**config.mk**
```make
export PLATFORM = sky130hd
export DESIGN_NAME = operand_fetch
export DESIGN_NICKNAME = d
export VERILOG_FILES = /design/src/rtl/operand_fetch.sv
export SDC_FILE = /design/constraint.sdc
export NUM_CORES = 1
export LEC_CHECK = 0
export CORE_MARGIN = 8
export CORE_UTILIZATION = 41
export DETAILED_ROUTE_END_ITERATION = 10
export PLACE_DENSITY = 0.86
export SLEW_MARGIN = 20
export SYNTH_ARGS = -nofsm -noshare
export SYNTH_HDL_FRONTEND = slang
export SYNTH_SLANG_ARGS = --single-unit
```
**constraint.sdc**
```tcl
create_clock -name phi1 -period 1.5 [get_ports phi1]
set_input_delay 0.3 -clock phi1 [delete_from_list [all_inputs] [get_ports phi1]]
set_output_delay 0.3 -clock phi1 [all_outputs]
set_load 0.1 [all_outputs]
```
**src/rtl/operand_fetch.sv**
```systemverilog
// operand_fetch: sits between the instruction fetcher and the execute stage.
// It picks up each new decoded instruction, obtains its operand (from the
// immediate byte, as a constant zero, or through a fixed-latency memory read)
// and hands opcode, operand and effective address to execute with a
// valid/ready handshake. A one-cycle done pulse then retires the instruction.
module operand_fetch #(
  parameter int REG_WIDTH   = 8,
  parameter int ADDR_WIDTH  = 16,
  parameter int MEM_LATENCY = 1   // legal range 1..3
) (
  input  logic                  phi1,
  input  logic                  reset_n,
  input  logic                  instruction_ready,
  input  logic [REG_WIDTH-1:0]  instruction_in,
  input  logic [ADDR_WIDTH-1:0] addr_in,
  input  logic [REG_WIDTH-1:0]  imm_in,
  input  logic [REG_WIDTH-1:0]  mem_data,
  input  logic                  exec_ready,
  output logic [ADDR_WIDTH-1:0] mem_addr,
  output logic                  mem_rd,
  output logic [REG_WIDTH-1:0]  opcode_out,
  output logic [REG_WIDTH-1:0]  operand_out,
  output logic [ADDR_WIDTH-1:0] eff_addr_out,
  output logic                  operand_valid,
  output logic                  instruction_done,
  output logic                  busy
);

  typedef enum logic [1:0] {IDLE, READ, PRESENT, DONE} state_t;

  // How the operand of an instruction is obtained.
  typedef enum logic [1:0] {CLS_NONE, CLS_IMM, CLS_STORE, CLS_READ} opclass_t;

  // READ ends on the cycle the counter reaches this value, so READ spans
  // exactly MEM_LATENCY cycles.
  localparam logic [1:0] LAST_CNT = 2'(MEM_LATENCY - 1);

  state_t                  state_q;
  opclass_t                class_q;
  logic                    ready_hist_q;
  logic [1:0]              cnt_q;
  logic [ADDR_WIDTH-1:0]   mem_addr_q;
  logic                    mem_rd_q;
  logic [REG_WIDTH-1:0]    opcode_q;
  logic [REG_WIDTH-1:0]    operand_q;
  logic [REG_WIDTH-1:0]    imm_q;
  logic [ADDR_WIDTH-1:0]   eff_addr_q;
  logic                    valid_q;
  logic                    done_q;
  logic                    busy_q;

  logic [7:0]              op_d;
  opclass_t                opclass_d;
  logic                    start_d;

  // Classification only looks at the low opcode byte.
  assign op_d    = instruction_in[7:0];

  // A start is a fresh rising edge of instruction_ready; a level held high
  // across instructions never restarts the block.
  assign start_d = instruction_ready & ~ready_hist_q;

  // Decode the operand class of the incoming opcode; immediate forms win
  // over the store group (e.g. 0x89, 0x80 are immediate).
  always_comb begin
    opclass_d = CLS_READ;
    if ((op_d[4:2] == 3'b010 && op_d[0]) ||
        (op_d[4:2] == 3'b000 && op_d[7] && !op_d[0])) begin
      opclass_d = CLS_IMM;
    end else if ((op_d[4:2] == 3'b010 && !op_d[0]) || (op_d[4:0] == 5'b11000)) begin
      opclass_d = CLS_NONE;
    end else if (op_d[7:5] == 3'b100) begin
      opclass_d = CLS_STORE;
    end
  end

  // Main sequencer: IDLE -> (READ) -> PRESENT -> DONE -> IDLE, all outputs registered.
  always_ff @(posedge phi1) begin
    if (!reset_n) begin
      state_q      <= IDLE;
      class_q      <= CLS_NONE;
      ready_hist_q <= 1'b0;
      cnt_q        <= '0;
      mem_addr_q   <= '0;
      mem_rd_q     <= 1'b0;
      opcode_q     <= '0;
      operand_q    <= '0;
      imm_q        <= '0;
      eff_addr_q   <= '0;
      valid_q      <= 1'b0;
      done_q       <= 1'b0;
      busy_q       <= 1'b0;
    end else begin
      // History tracks the level in every state so edges seen while busy
      // are consumed and cannot fire later.
      ready_hist_q <= instruction_ready;
      case (state_q)
        IDLE: begin
          if (start_d) begin
            opcode_q   <= instruction_in;
            eff_addr_q <= addr_in;
            imm_q      <= imm_in;
            class_q    <= opclass_d;
            operand_q  <= '0;
            cnt_q      <= '0;
            busy_q     <= 1'b1;
            if (opclass_d == CLS_READ) begin
              // Memory address only moves when a read is launched.
              mem_rd_q   <= 1'b1;
              mem_addr_q <= addr_in;
              state_q    <= READ;
            end else begin
              valid_q    <= 1'b1;
              state_q    <= PRESENT;
            end
          end
        end
        READ: begin
          if (cnt_q == LAST_CNT) begin
            operand_q <= mem_data;
            mem_rd_q  <= 1'b0;
            valid_q   <= 1'b1;
            state_q   <= PRESENT;
          end else begin
            cnt_q     <= cnt_q + 2'd1;
          end
        end
        PRESENT: begin
          if (exec_ready) begin
            valid_q <= 1'b0;
            done_q  <= 1'b1;
            state_q <= DONE;
          end
        end
        DONE: begin
          done_q  <= 1'b0;
          busy_q  <= 1'b0;
          state_q <= IDLE;
        end
        default: begin
          state_q <= IDLE;
        end
      endcase
    end
  end

  assign mem_addr         = mem_addr_q;
  assign mem_rd           = mem_rd_q;
  assign opcode_out       = opcode_q;
  // Immediate operands come straight from the holding register; every other
  // class uses operand_q (memory data, or zero).
  assign operand_out      = (class_q == CLS_IMM) ? imm_q : operand_q;
  assign eff_addr_out     = eff_addr_q;
  assign operand_valid    = valid_q;
  assign instruction_done = done_q;
  assign busy             = busy_q;

endmodule

```
==> results of run 1 <==
==> state kept, by name (all words and copies together), names as in the netlist <==
| name | cells |
|---|---|
| eff_addr_out | 16 |
| cnt_q | 2 |
| class_q | 2 |
| operand_q | 8 |
| opcode_out | 8 |
| imm_q | 8 |
| instruction_done | 1 |
| operand_valid | 1 |
| state_q | 2 |
| mem_addr | 16 |
| ready_hist_q | 1 |
| busy | 1 |
| mem_rd | 1 |
==> layout make-up <==
type	count	area (um^2)	share of cell area, %
Timing Repair Buffer	141	2070	37.7
Multi-Input combinational cell	250	1730	31.5
Sequential cell	67	1350	24.6
Clock buffer	9	124	2.26
Tap cell	96	120	2.19
Clock inverter	7	52.6	0.957
Inverter	9	43.8	0.797
==> metal layers <==
| layer | wire, um | share of wire, % |
|---|---|---|
| met4 | 310 | 2.7 |
| met3 | 672 | 5.9 |
| met2 | 5990 | 53 |
| met1 | 4390 | 39 |
| met5 | 0 | 0 |
==> placed cells by master (no fill, tap or decap), types with 5 or more instances in the layout <==
master,count
nand2_1,88
dfxtp_1,62
buf_12,57
clkdlybuf4s50_1,39
a21boi_1,32
buf_4,24
nand3_2,13
o21ai_1,11
o21ai_2,9
nand3_1,9
clkbuf_8,9
mux2_4,8
a21oi_1,8
buf_6,8
nor2_1,7
nor2b_1,5
nand3_4,5
o21ai_0,5
nand2_2,5
a21boi_0,5
==> through the flow <==
| step | setup WS [ps] | hold slack [ps] |
|---|---|---|
| 2_1_floorplan | -45.5 | 422 |
| 3_3_place_gp | -343 | 446 |
| 3_5_place_dp | -412 | 457 |
| 4_1_cts | -216 | 455 |
| 5_1_grt | -269 | 299 |
| 6_report | -227 | 294 |
==> report_power, final <==
| part | internal, mW | total, mW | switching, mW | leakage (nW) |
|---|---|---|---|---|
| Sequential | 2.11 | 2.44 | 0.331 | 0.550 |
| Combinational | 2.67 | 6.26 | 3.60 | 1.52 |
| Clock | 0.607 | 1.37 | 0.767 | 0.0896 |
| Total | 5.38 | 10.1 | 4.69 | 2.16 |
==> final timing paths <==
| path | slack [ps] | to | cells past startpoint |
|---|---|---|---|
| setup / recovery | -230 | operand_out[0] | 3 |
| hold / removal | 290 | opcode_out[4] | 3 |
| hold reg to reg | 470 | operand_q[2] | 2 |
| setup reg to reg | -150 | operand_valid | 7 |
==> worst register-to-register path: cells and delay by family, from the launching register on <==
| kind | cells | cell delay [ps] |
|---|---|---|
| compound gates | 2 | 600 |
| fa+ha+maj | 1 | 170 |
| buf+inv | 2 | 170 |
| flops | 1 | 380 |
| simple gates | 2 | 210 |
==> what timing repair did <==
| item | in CTS | in global routing |
|---|---|---|
| setup endpoints to repair | 71 | 64 |
| pin swaps | 5 | 17 |
| hold buffers | 0 | 0 |
| cloned | 3 | 4 |
| buffers inserted | 4 | 6 |
| gates resized for setup | 34 | 109 |
==> kinds of logic (layout without fill, tap and decap cells) <==
kind of cell,Yosys count,in the layout,synth area share (%)
adders and majority gates,6,6,2.60
muxes,10,10,3.82
DFF,67,67,46.5
buffers and inverters,30,166,4.38
and+or+nand+nor,149,149,23.1
AOI/OAI and AO/OA,85,85,19.6
==> impl_metrics.json, run 1 <==
{
  "synthesis.nets": 397,
  "setup_viol": 30,
  "cp-start-kind": "register",
  "rsz0062_at_grt": "yes",
  "die_x_um": 99.9,
  "root_buffer": "clkbuf_8",
  "ys_top_cells_by_area": "dfxtp_1 46%, nand2_1 12%, a21boi_0 10%",
  "drtIter0Drc": 159,
  "relSlewSlack_pct": 70.6,
  "clock_latency_ps": 350,
  "wl_per_cell_um": 19.6,
  "syn_to_final_growth_pct": 90.3,
  "drc": 0,
  "crit_slowest_cell": "dfxtp_1",
  "violations": "setup timing",
  "synth_edf_count": 0,
  "worstPathArrival_ps": 1430,
  "crit_path_start": "class_q[0]",
  "antenna_found_initial": 0,
  "dr.pass1.iters": 4,
  "tns_ps": -2750,
  "synth_top_area_share_pct": 46.5,
  "dieArea_mm2": 0.00998,
  "syn_area_per_cell_um2": 8.31,
  "fin_nets": 528,
  "fin_util_pct": 80.8,
  "use_met1_pct": 20.1,
  "cp_top_family": "flip-flops",
  "grtUsageMet3_pct": 6.37,
  "synthTopCellsByCount": "95 x nand2_1, 67 x dfxtp_1, 40 x a21boi_0",
  "crit_buf_inv": 1,
  "fmax_mhz": 579,
  "netlist_area_mm2": 0.00289,
  "ys_seq_area_share_pct": 46.5,
  "clkSinkCount": 67,
  "grt_pass1_wl_mm": 15.2,
  "r2r_start": "state_q[0]",
  "worst_slew_pin_slew_ps": 440,
  "rows": 30,
  "gp_congestion": 0.838,
  "hold_violations": 0,
  "min_from": "instruction_in[4]",
  "grt_max_degree": 86,
  "tritoncts": "yes",
  "ys_types": 37,
  "grt_overflow": 0,
  "busiest_layer": "met2",
  "fin_crit_sh_pct": 115,
  "grt_pass1_vias": 3066,
  "path_cells": "nand2b_4 > mux2_4 > buf_12",
  "grt_use_total_pct": 19.3,
  "min_period_ps": 1730,
  "dp_hpwl_mm": 6.43,
  "place_area_mm2": 0.00472,
  "dpl.cell_count": 547,
  "synth_top_area_cell": "dfxtp_1",
  "fill_cells": 363,
  "crit_type": "reg -> out",
  "ys_warn_count": 0,
  "path_clk_slew_ps": 80,
  "core_mm2": 0.00679,
  "syn-instance-count": 347,
  "leakagePower_nw": 2.16,
  "power.density_mw_per_mm2": 1830,
  "cts.path.max_buffers": 2,
  "grt_use_met2_pct": 33.9,
  "dieHeight_um": 99.9,
  "ys.flop_type": "dfxtp_1",
  "cts_made_buffers": 9,
  "start_util_pct": 42.5,
  "antennaDiodeCount": 0,
  "drv_cap": 0,
  "crit_path_end_kind": "primary output",
  "vdd_ir_drop_max_mv": 1.01,
  "slew_violations": 0,
  "cts_max_level": 3,
  "via_per_inst": 5.30,
  "post-synth-top-count-cell": "nand2_1",
  "ys_ff_latch": 67,
  "fin_skew_ps": 11.6,
  "setup_slack_ps": -227,
  "async_flop_share_pct": 0,
  "stdcell_area_mm2": 0.00549,
  "cp_max_fo": 8,
  "io_pins": 96,
  "hold_path.class": "in -> reg",
  "run_status": "finished with violations",
  "wl_mm": 11.4,
  "slowest_delay_ps": 400,
  "cp.required_ps": 1200,
  "postRouteAntennaNets": 0,
  "vias": 3067,
  "io_buffers": 95,
  "drive_gt1_share_pct": 38.7,
  "final_cells": 579,
  "p_total_mw": 10.1
}
(Power assumes the default switching activity.)
==> run 2: changes to the inputs <==
--- a/config.mk
+++ b/config.mk
@@ -6,9 +6,9 @@
 export NUM_CORES = 1
 export LEC_CHECK = 0
 export CORE_MARGIN = 8
-export CORE_UTILIZATION = 41
+export CORE_UTILIZATION = 45
 export DETAILED_ROUTE_END_ITERATION = 10
-export PLACE_DENSITY = 0.86
+export PLACE_DENSITY = 0.89
 export SLEW_MARGIN = 20
 export SYNTH_ARGS = -nofsm -noshare
 export SYNTH_HDL_FRONTEND = slang
==> constraint.sdc (replaced) <==
create_clock -name phi1 -period 1.8 [get_ports phi1]
set_input_delay 0.36 -clock phi1 [delete_from_list [all_inputs] [get_ports phi1]]
set_output_delay 0.36 -clock phi1 [all_outputs]
set_load 0.1 [all_outputs]
==> run 2 against run 1 <==
Routed wire length is 20% lower. The run now ends clean. Total power is 29% lower. Highest routed layer unchanged. Critical path depth stayed put. Sequential share of layout area is 3.5 points higher. Clock skew is 2.6 ps lower. Largest power group unchanged. Non-clock buffer count is 26 lower. Largest cell class unchanged. Sequential power is 18% lower. Clock power is 7% lower. Design area is 13% lower. Die area is 7.5% lower. Final cell count is 7.8% lower. Critical endpoint unchanged. First-iteration DRC count is 1.9% lower.
==> impl_metrics.json, run 2 (synthesis results as in run 1) <==
{
  "dieArea_mm2": 0.00923,
  "grtUsageMet3_pct": 10.3,
  "io_pins": 96,
  "min_period_ps": 1790,
  "grt_use_met2_pct": 35.0,
  "path_clk_slew_ps": 80,
  "syn_to_final_growth_pct": 65.9,
  "clkSinkCount": 67,
  "seq_area_mm2": 0.00134,
  "hold_path.class": "in -> reg",
  "drc": 0,
  "hold_violations": 0,
  "cts_setup_buffers": 0,
  "wl_mm": 9.03,
  "relSlewSlack_pct": 78.8,
  "vdd_ir_drop_max_mv": 0.954,
  "gp_congestion": 0.836,
  "via_per_inst": 5.30,
  "power.density_mw_per_mm2": 1490,
  "grt_use_total_pct": 20.1,
  "antenna_found_initial": 0,
  "cp_max_fo": 8,
  "slew_violations": 0,
  "cp-start-kind": "register",
  "stdcell_area_mm2": 0.00479,
  "drv_cap": 0,
  "fin_util_pct": 76.2,
  "leakagePower_nw": 1.88,
  "dieHeight_um": 96.1,
  "cts_max_level": 3,
  "cp.required_ps": 1440,
  "crit_path_end_kind": "primary output",
  "fin_nets": 502,
  "dp_hpwl_mm": 6.49,
  "crit_type": "reg -> out",
  "worst_slew_pin_slew_ps": 319,
  "multi_input_area_mm2": 0.00146,
  "tns_ps": 0,
  "rows": 29,
  "final_cells": 534,
  "io_buffers": 95,
  "fin_skew_ps": 8.99,
  "cts_made_buffers": 9,
  "tritoncts": "yes",
  "rrSetupSlack_ps": 120,
  "use_met1_pct": 19.8,
  "dr.pass1.iters": 4,
  "drive_gt1_share_pct": 23.4,
  "worstPathArrival_ps": 1430,
  "postRouteAntennaNets": 0,
  "vias": 2829,
  "wl_per_cell_um": 16.9,
  "grt_overflow": 0,
  "grt_pass1_vias": 2987,
  "dpl.cell_count": 518,
  "clock_latency_ps": 350,
  "root_buffer": "clkbuf_8",
  "core_mm2": 0.00628,
  "antennaDiodeCount": 0,
  "fill_cells": 371,
  "setup_viol": 0,
  "start_util_pct": 46.0,
  "final_cell_mix": "95 x nand2_1, 65 x dfxtp_1, 55 x buf_12",
  "grt_max_degree": 74,
  "final_common_cell": "nand2_1",
  "die_x_um": 96.1,
  "run_status": "complete, no violations",
  "ctsHoldBuffers": 0,
  "busiest_layer": "met2",
  "fmax_mhz": 557,
  "cts.path.max_buffers": 2,
  "fin_crit_sh_pct": 99.7,
  "drtIter0Drc": 156,
  "rsz0062_at_grt": "yes",
  "grt_pass1_wl_mm": 14.1,
  "place_area_mm2": 0.00454
}
[run 2: cell count changes in the layout (fill, tap and decap cells not counted), moves of 7 or more]
cell      before  now
o21ai_1       11    1
nand2_1       88   95
o21ai_0        5   24
a21boi_0       5   39
buf_6          8    0
nand3_1        9   26
o21ai_2        9    1
buf_4         24   17
nand3_2       13    1
a21boi_1      32    1
[run 2: worst paths after layout]
| check | startpoint | endpoint | cells after the start |
|---|---|---|---|
| setup reg to reg | state_q[0] | state_q[1] | 7 |
| hold reg to reg | imm_q[1] | imm_q[1] | 2 |
| setup / recovery | class_q[1] | operand_out[0] | 3 |
| hold / removal | reset_n | eff_addr_out[13] | 2 |
[run 2: routing by layer]
layer / up-vias / wire, um
li1: 1375 / -
met1: 1335 / 3320
met2: 101 / 4650
met3: 18 / 882
met4: 0 / 182
met5: - / 0
[run 2: worst max-delay path: stages (launching register included)]
cell and delay (ps):
dfxtp_2 340, nand2b_4 230, mux2_4 350, buf_12 170
[run 2: final cells by class]
class	count	area share, %
clock buffers	10	2.88
clock inverters	6	1.36
inverters	9	0.706
multi-input cells	250	30.4
flip-flops and latches	67	28.1
well taps	77	2.01
repair buffers	115	34.6
[run 2: through the flow]
step	setup WS [ps]	total power [mW]	hold slack, ps
2_1_floorplan	174	4.33	437
3_3_place_gp	-94.1	5.71	448
3_5_place_dp	-177	5.81	461
4_1_cts	-9.56	7.11	372
5_1_grt	-37.0	7.42	377
6_report	6.25	7.11	388
[run 2: what timing repair did]
item / 4_1_cts / 5_1_grt
endpoints found under the setup margin: 8 / 10
hold endpoints to repair: 0 / 0
resized for setup: 3 / 10
[run 2: report_power, final]
group / total (mW) / internal, mW / switching, mW
clock: 1.27 / 0.677 / 0.592
combinational: 3.85 / 1.42 / 2.42
sequential: 2.00 / 1.75 / 0.247
total: 7.11 / 3.85 / 3.26
==> run 3: changes to the inputs <==
--- a/config.mk
+++ b/config.mk
@@ -6,9 +6,9 @@
 export NUM_CORES = 1
 export LEC_CHECK = 0
 export CORE_MARGIN = 8
-export CORE_UTILIZATION = 45
+export CORE_UTILIZATION = 46
 export DETAILED_ROUTE_END_ITERATION = 10
-export PLACE_DENSITY = 0.89
+export PLACE_DENSITY = 0.9
 export SLEW_MARGIN = 20
 export SYNTH_ARGS = -nofsm -noshare
 export SYNTH_HDL_FRONTEND = slang
==> run 3 against run 2 <==
Count of clock-buffer cells in the layout rose by 2. Largest power group unchanged. Flip-flop and latch count stayed put. Core utilization grew 1.0 points.
==> impl_metrics.json, run 3 (synthesis results as in run 1) <==
{
  "seqPwrFrac_pct": 27.4,
  "drv_cap": 0,
  "fin_crit_sh_pct": 99.1,
  "rows": 29,
  "relSlewSlack_pct": 70.7,
  "tns_ps": 0,
  "sw_frac_of_total_pct": 44.6,
  "ctsHoldBuffers": 0,
  "final_common_cell": "nand2_1",
  "vias": 2849,
  "clock_latency_ps": 340,
  "dr.pass1.iters": 4,
  "fin_skew_ps": 6.04,
  "whs_ps": 472,
  "grt_max_degree": 50,
  "drtIter0Drc": 102,
  "slew_violations": 0,
  "fmax_mhz": 561,
  "root_buffer": "clkbuf_8",
  "cts_max_level": 3,
  "p_int_mw": 4.02,
  "grt_pass1_vias": 3159,
  "grt_overflow": 0,
  "hold_violations": 0,
  "fill_cells": 360,
  "worst_slew_pin_slew_ps": 439,
  "syn_to_final_growth_pct": 66.1,
  "rsz0062_at_grt": "yes",
  "clkPwrFrac_pct": 19.4,
  "wl_per_cell_um": 17.2,
  "cp-start-kind": "register",
  "drive_gt1_share_pct": 23.0,
  "setup_viol": 0,
  "leakagePower_nw": 1.87,
  "io_buffers": 95,
  "p_total_mw": 7.26,
  "gp_congestion": 0.814,
  "cp_top_family": "multiplexers",
  "pwr-share-comb_pct": 53.2,
  "seq_area_mm2": 0.00134,
  "fin_nets": 502,
  "power_switching_mw": 3.24,
  "grt_use_total_pct": 21.0,
  "dpl.cell_count": 518,
  "crit_type": "reg -> out",
  "wl_mm": 9.16,
  "crit_slowest_cell": "mux2_2",
  "io_pins": 96,
  "dp_hpwl_mm": 6.48,
  "multi_input_area_mm2": 0.00143,
  "drc": 0,
  "hold_path.class": "reg -> reg",
  "vdd_ir_drop_max_mv": 0.948,
  "worstPathArrival_ps": 1420,
  "cts_made_buffers": 9,
  "antenna_found_initial": 0,
  "slowest_delay_ps": 390,
  "start_util_pct": 46.5,
  "dieArea_mm2": 0.00906,
  "final_cells": 534,
  "crit_buf_inv": 1,
  "cp_max_fo": 8,
  "power.density_mw_per_mm2": 1510,
  "core_mm2": 0.00620,
  "min_period_ps": 1780,
  "die_x_um": 95.2,
  "postRouteAntennaNets": 0,
  "crit_path_end_kind": "primary output",
  "cp.required_ps": 1440,
  "run_status": "complete, no violations",
  "antennaDiodeCount": 0,
  "path_clk_slew_ps": 70,
  "tritoncts": "yes",
  "via_per_inst": 5.34,
  "path_cells": "nand2b_4 > mux2_2 > buf_12",
  "clkSinkCount": 67,
  "dieHeight_um": 95.2,
  "grt_pass1_wl_mm": 14.9,
  "cts.path.max_buffers": 2,
  "final_cell_mix": "95 x nand2_1, 67 x dfxtp_1, 56 x buf_12"
}
## run 3: changes by cell type in the layout (fill, tap and decap cells not counted), sizes merged
cell and delta:
bufinv +1, clkbuf +2, clkinv -3
## run 3: per-layer routing
| layer | vias up | global-route usage [%] | share of wire [%] |
|---|---|---|---|
| met5 | - | 0 | 0 |
| met4 | 0 | 10.4 | 3.1 |
| met3 | 28 | 10.0 | 9.2 |
| met2 | 97 | 35.9 | 51 |
| met1 | 1351 | 21.0 | 37 |
| li1 | 1373 | - | - |
## run 3: what timing repair did
action / CTS / global route
gates resized for setup: 2 / 1
setup buffers: 0 / 0
endpoints found under the setup margin: 8 / 9
## run 3: cell type report
class,instances,share of cell area [%]
timing repair buffer,115,34.8
clock inverter,4,1.51
inverter,9,0.705
tap,77,2.01
clock buffer,12,3.24
multi-input combinational,250,29.8
sequential,67,28.0
## run 3: path summary, 6_finish.rpt
path | start | end | slack (ps) | cells past startpoint
max | class_q[1] | operand_out[5] | 20 | 3
min | operand_q[4] | operand_q[4] | 470 | 2
max reg2reg | state_q[1] | state_q[1] | 100 | 8
min reg2reg | operand_q[4] | operand_q[4] | 470 | 2
## run 3: tightest hold or removal path: cells and delay by family, from the launching register on
family	cells	cell delay, ps
simple gates	1	50
compound gates	1	60
flops	1	320
## run 3: power by group through the flow
stage,registers (mW),clock network (mW),logic (mW)
6_report,1.99,1.41,3.86
4_1_cts,1.98,1.43,3.86
3_3_place_gp,1.99,0,3.73
5_1_grt,2.01,1.50,4.07
3_5_place_dp,2.01,0,3.82
2_1_floorplan,3.02,0,1.31
## run 3: metrics by stage
stage | setup WS (ps) | utilization (%) | cell area [um^2]
3_3_place_gp | -39.6 | 73.4 | 4560
5_1_grt | -30.6 | 77.3 | 4790
2_1_floorplan | 174 | - | 2890
6_report | 16.3 | 77.3 | 4790
3_5_place_dp | -139 | 73.4 | 4560
4_1_cts | 20.9 | 77.2 | 4790
